$ cat src/rtl/a_and_b_pkg.sv
// Shared constants and helpers for the registered AND primitive.
// Operand widths up to MAX_W bits are supported by all_ones().
package a_and_b_pkg;

    localparam int DEF_WIDTH = 1;
    localparam int DEF_CNT_W = 8;
    localparam int MAX_W     = 64;

    // True when the low w bits of v are all ones.
    function automatic logic all_ones(
        input logic [MAX_W-1:0] v,
        input int               w
    );
        logic r;
        r = 1'b1;
        for (int i = 0; i < MAX_W; i++) begin
            if (i < w && !v[i]) r = 1'b0;
        end
        return r;
    endfunction

endpackage

$ cat src/rtl/a_and_b_sat_cnt.sv
// Saturating up-counter with synchronous active-high clear.
// Sticks at all ones until cleared.
module a_and_b_sat_cnt #(
    parameter int CNT_W = 8
) (
    input  logic             clk,
    input  logic             rst,
    input  logic             inc,
    output logic [CNT_W-1:0] count
);

    // Count up on inc, stop at the maximum value.
    always_ff @(posedge clk) begin
        if (rst) begin
            count <= '0;
        end else if (inc && (count != {CNT_W{1'b1}})) begin
            count <= count + CNT_W'(1);
        end
    end

endmodule

$ cat src/rtl/a_and_b_core.sv
// Registered bitwise AND with valid and saturating all-ones count.
// Define A_AND_B_REDUCE_EN to add the registered q_all output.
module a_and_b_core
    import a_and_b_pkg::*;
#(
    parameter int WIDTH = DEF_WIDTH,
    parameter int CNT_W = DEF_CNT_W
) (
    input  logic             clk,
    input  logic             rst,
    input  logic [WIDTH-1:0] a,
    input  logic [WIDTH-1:0] b,
    input  logic             valid_in,
    output logic [WIDTH-1:0] q,
    output logic             valid_out,
    output logic [CNT_W-1:0] hi_count
`ifdef A_AND_B_REDUCE_EN
    ,
    output logic             q_all
`endif
);

    logic [WIDTH-1:0] ab;
    logic [MAX_W-1:0] ab_ext;
    logic             ab_ones;
    logic             hit;

    assign ab      = a & b;
    assign ab_ext  = MAX_W'(ab);
    assign ab_ones = all_ones(ab_ext, WIDTH);
    assign hit     = valid_in && ab_ones;

    // Capture the AND result on accept; valid follows valid_in.
    always_ff @(posedge clk) begin
        if (rst) begin
            q         <= '0;
            valid_out <= 1'b0;
        end else begin
            valid_out <= valid_in;
            if (valid_in) q <= ab;
        end
    end

`ifdef A_AND_B_REDUCE_EN
    // Registered AND-reduction, updated alongside q.
    always_ff @(posedge clk) begin
        if (rst) begin
            q_all <= 1'b0;
        end else if (valid_in) begin
            q_all <= ab_ones;
        end
    end
`endif

    a_and_b_sat_cnt #(
        .CNT_W (CNT_W)
    ) u_cnt (
        .clk   (clk),
        .rst   (rst),
        .inc   (hit),
        .count (hi_count)
    );

endmodule

$ cat config.mk
export PLATFORM = sky130hd
export DESIGN_NAME = a_and_b_core
export DESIGN_NICKNAME = d
export VERILOG_FILES = /design/src/rtl/a_and_b_pkg.sv /design/src/rtl/a_and_b_sat_cnt.sv /design/src/rtl/a_and_b_core.sv
export SDC_FILE = /design/constraint.sdc
export NUM_CORES = 1
export LEC_CHECK = 0
export CELL_PAD_IN_SITES_DETAIL_PLACEMENT = 1
export CELL_PAD_IN_SITES_GLOBAL_PLACEMENT = 2
export CORE_MARGIN = 4
export CORE_UTILIZATION = 25
export CTS_BUF_LIST = sky130_fd_sc_hd__clkbuf_4 sky130_fd_sc_hd__clkbuf_8 sky130_fd_sc_hd__clkbuf_16
export DETAILED_ROUTE_END_ITERATION = 10
export GPL_ROUTABILITY_DRIVEN = 0
export HOLD_SLACK_MARGIN = 0.1
export PLACE_DENSITY = 0.74
export SYNTH_ARGS = -nofsm -noshare
export SYNTH_HDL_FRONTEND = slang
export SYNTH_HIERARCHICAL = 1
export SYNTH_SLANG_ARGS = --single-unit
export TNS_END_PERCENT = 1
$ cat constraint.sdc
create_clock -name clk -period 1.85 [get_ports clk]
set_clock_uncertainty 0.1 [all_clocks]
set_input_delay 0.37 -clock clk [delete_from_list [all_inputs] [get_ports clk]]
set_output_delay 0.37 -clock clk [all_outputs]
set_load 0.01 [all_outputs]
==> qor.yml <==
outcome: "completed"
max_stage_delay_ns: 0.59
ctsHoldBuffers: 0
synth_area_per_cell_um2: 9.44
wl_um: 1340
route.antenna.remaining_nets: 0
p_leak_nw: 0.264
syn2layout_area_growth_pct: 44.0
syn_inst: 53
postCtsSetupBuffers: 0
pwr_density_cell_mw_per_mm2: 568
antenna_found_initial: 0
arrival_ns: 1.32
clk_latency_ns: 0.26
crit_required_ns: 1.38
cp_max_fo: 7
drive_gt1_share_pct: 18.9
vias_per_cell: 4.86
yosysSeqAreaShare_pct: 40.0
hp-class: "reg2reg"
die_h_um: 52.7
grt_pass1_vias: 459
hold_viol_final: 0
core_mm2: 0.00180
finalSetupViolations: 0
die_w_um: 52.7
syn-num-nets: 59
yosysWarnings: 6
maxCapViolations: 0
crit_type: "reg2out"
start_kind: "flip-flop"
ctsRootBufferMaster: "clkbuf_4"
grt_setup_unrepaired: "false"
power_w: 0.000409
stdcell_area_um2: 721
crit_family: "buffers and inverters"
seq_area_um2: 200
tightestPinTransition_ns: 0.281
cts_buffer_depth: 2
drt_first_iter_violations: 4
initial_utilization_pct: 27.8
io_buffers: 14
cts_sinks: 10
clk_pin_slew_ns: 0.06
grt_max_degree: 9
synth_area_um2: 500
peakVddDrop_mv: 0.269
crit_path_top_delay_cell: "clkdlybuf4s50_1"
avgRoutedWirePerCell_um: 13.5
grt_pass1_wl_um: 2150
fin_crit_sh_pct: 96.6
die-area_mm2: 0.00278
numCtsBuffers: 3
place_area_um2: 698
dpl.hpwl_um: 1040
final_max_slew_viol_count: 0
num_antenna_cells: 0
cts_tree: "yes"
crit_buf_inv: 1
fillers: 221
finalCriticalPeriod_ns: 1.79
via_count: 481
ioPinCount: 15
synthDistinctLibCells: 27
ys_ff_latch: 10
firstDrtPassIters: 4
fmax_mhz: 560
h-tree-depth: 1
track_usage_pct: 11.0
crit_path_end_kind: "output port"
cts_resized: 0
multiInputGateArea_um2: 282
fin_nets: 82
slew_headroom_pct: 81.3
gr-total-overflow: 0
fp-row-count: 15
crit_chain: "clkdlybuf4s50_1"
drc: 0
## cell usage in the layout, fill, tap and decap left out
| cell | count |
|---|---|
| ha_1 | 1 |
| mux2i_1 | 1 |
| and2b_2 | 1 |
| a211oi_1 | 2 |
| nand4_1 | 2 |
| o21bai_1 | 2 |
| clkbuf_4 | 3 |
| a21oi_2 | 1 |
| nand2_1 | 5 |
| nor3_1 | 2 |
| nor2_1 | 1 |
| dfxtp_1 | 10 |
| a21oi_1 | 5 |
| nand3_1 | 3 |
| or3_2 | 1 |
| clkdlybuf4s50_1 | 14 |
| mux2_4 | 1 |
| a31oi_1 | 1 |
| a21boi_0 | 1 |
| inv_1 | 2 |
| and4_1 | 2 |
| and3_4 | 1 |
| o311a_1 | 1 |
| o21ai_1 | 1 |
| a21boi_4 | 1 |
| nand2b_1 | 2 |
| buf_4 | 5 |
| nor2b_1 | 1 |
| a311oi_1 | 1 |
## cell usage after synthesis (all sizes together)
library cell | number | share of area, %
a211oi | 2 | 3.0
a21boi | 2 | 5.3
a21oi | 6 | 6.7
a311oi | 1 | 1.8
a31oi | 1 | 1.3
and2b | 1 | 1.8
and3 | 1 | 2.2
and4 | 2 | 3.5
buf | 1 | 2.2
dfxtp | 10 | 40
ha | 1 | 2.5
inv | 2 | 1.5
mux2 | 1 | 3.0
mux2i | 1 | 2.0
nand2 | 5 | 3.8
nand2b | 2 | 2.5
nand3 | 3 | 3.0
nand4 | 2 | 2.5
nor2 | 1 | 0.75
nor2b | 1 | 1.3
nor3 | 2 | 2.0
o21ai | 1 | 1.0
o21bai | 2 | 3.0
o311a | 1 | 2.0
or3 | 1 | 1.5
## area by class of cell
type | instances | area share (%)
Multi-Input combinational cell | 40 | 39.1
Sequential cell | 10 | 27.8
Timing Repair Buffer | 19 | 24.7
Tap cell | 25 | 4.34
Clock buffer | 3 | 3.13
Inverter | 2 | 1.04
## power breakdown
group / switching [W] / internal (W) / total [W]
clock: 0.0000722 / 0.0000751 / 0.000147
sequential: 0.00000304 / 0.000219 / 0.000222
combinational: 0.0000153 / 0.0000246 / 0.0000400
## kinds of logic after synthesis
logic type      after synthesis  share of synthesized area, %
simple gates                 21                          24.8
compound gates               16                          24.0
flops                        10                          40.0
buf+inv                       3                          3.75
mux                           2                          5.00
fa+ha+maj                     1                          2.50
## state kept, by name, summed over array words and instances (netlist names)
name         count
q                1
u_cnt/count      8
valid_out        1
## path summary, 6_finish.rpt
check / startpoint / end / slack (ns) / cells after the start
max: u_cnt/count[7] / hi_count[7] / 0.06 / 1
max reg2reg: u_cnt/count[0] / u_cnt/count[0] / 0.31 / 4
min reg2reg: q / q / 0.39 / 2
min: q / q / 0.39 / 2
## stage by stage
stage	hold slack, ns	setup WS [ns]	utilization (%)	TNS (ns)	cells
finish	0.389	0.0627	40.0	0	99
global route	0.416	0.00349	40.0	0	99
CTS	0.394	0.0496	40.0	0	99
detailed placement	0.385	-0.0864	38.8	-0.177	96
global placement	0.378	-0.0141	38.8	-0.0141	96
floorplan	0.332	0.357	-	0	53
## per-layer routing
layer	share of wire (%)	global-route usage [%]	vias up	wire length (um)
li1	-	-	244	-
met1	47	12.3	223	625
met2	47	18.0	12	630
met3	5.6	5.98	2	75
met4	0.67	2.55	0	9
met5	0	0	-	0
Power figures use the tool's default switching activity.
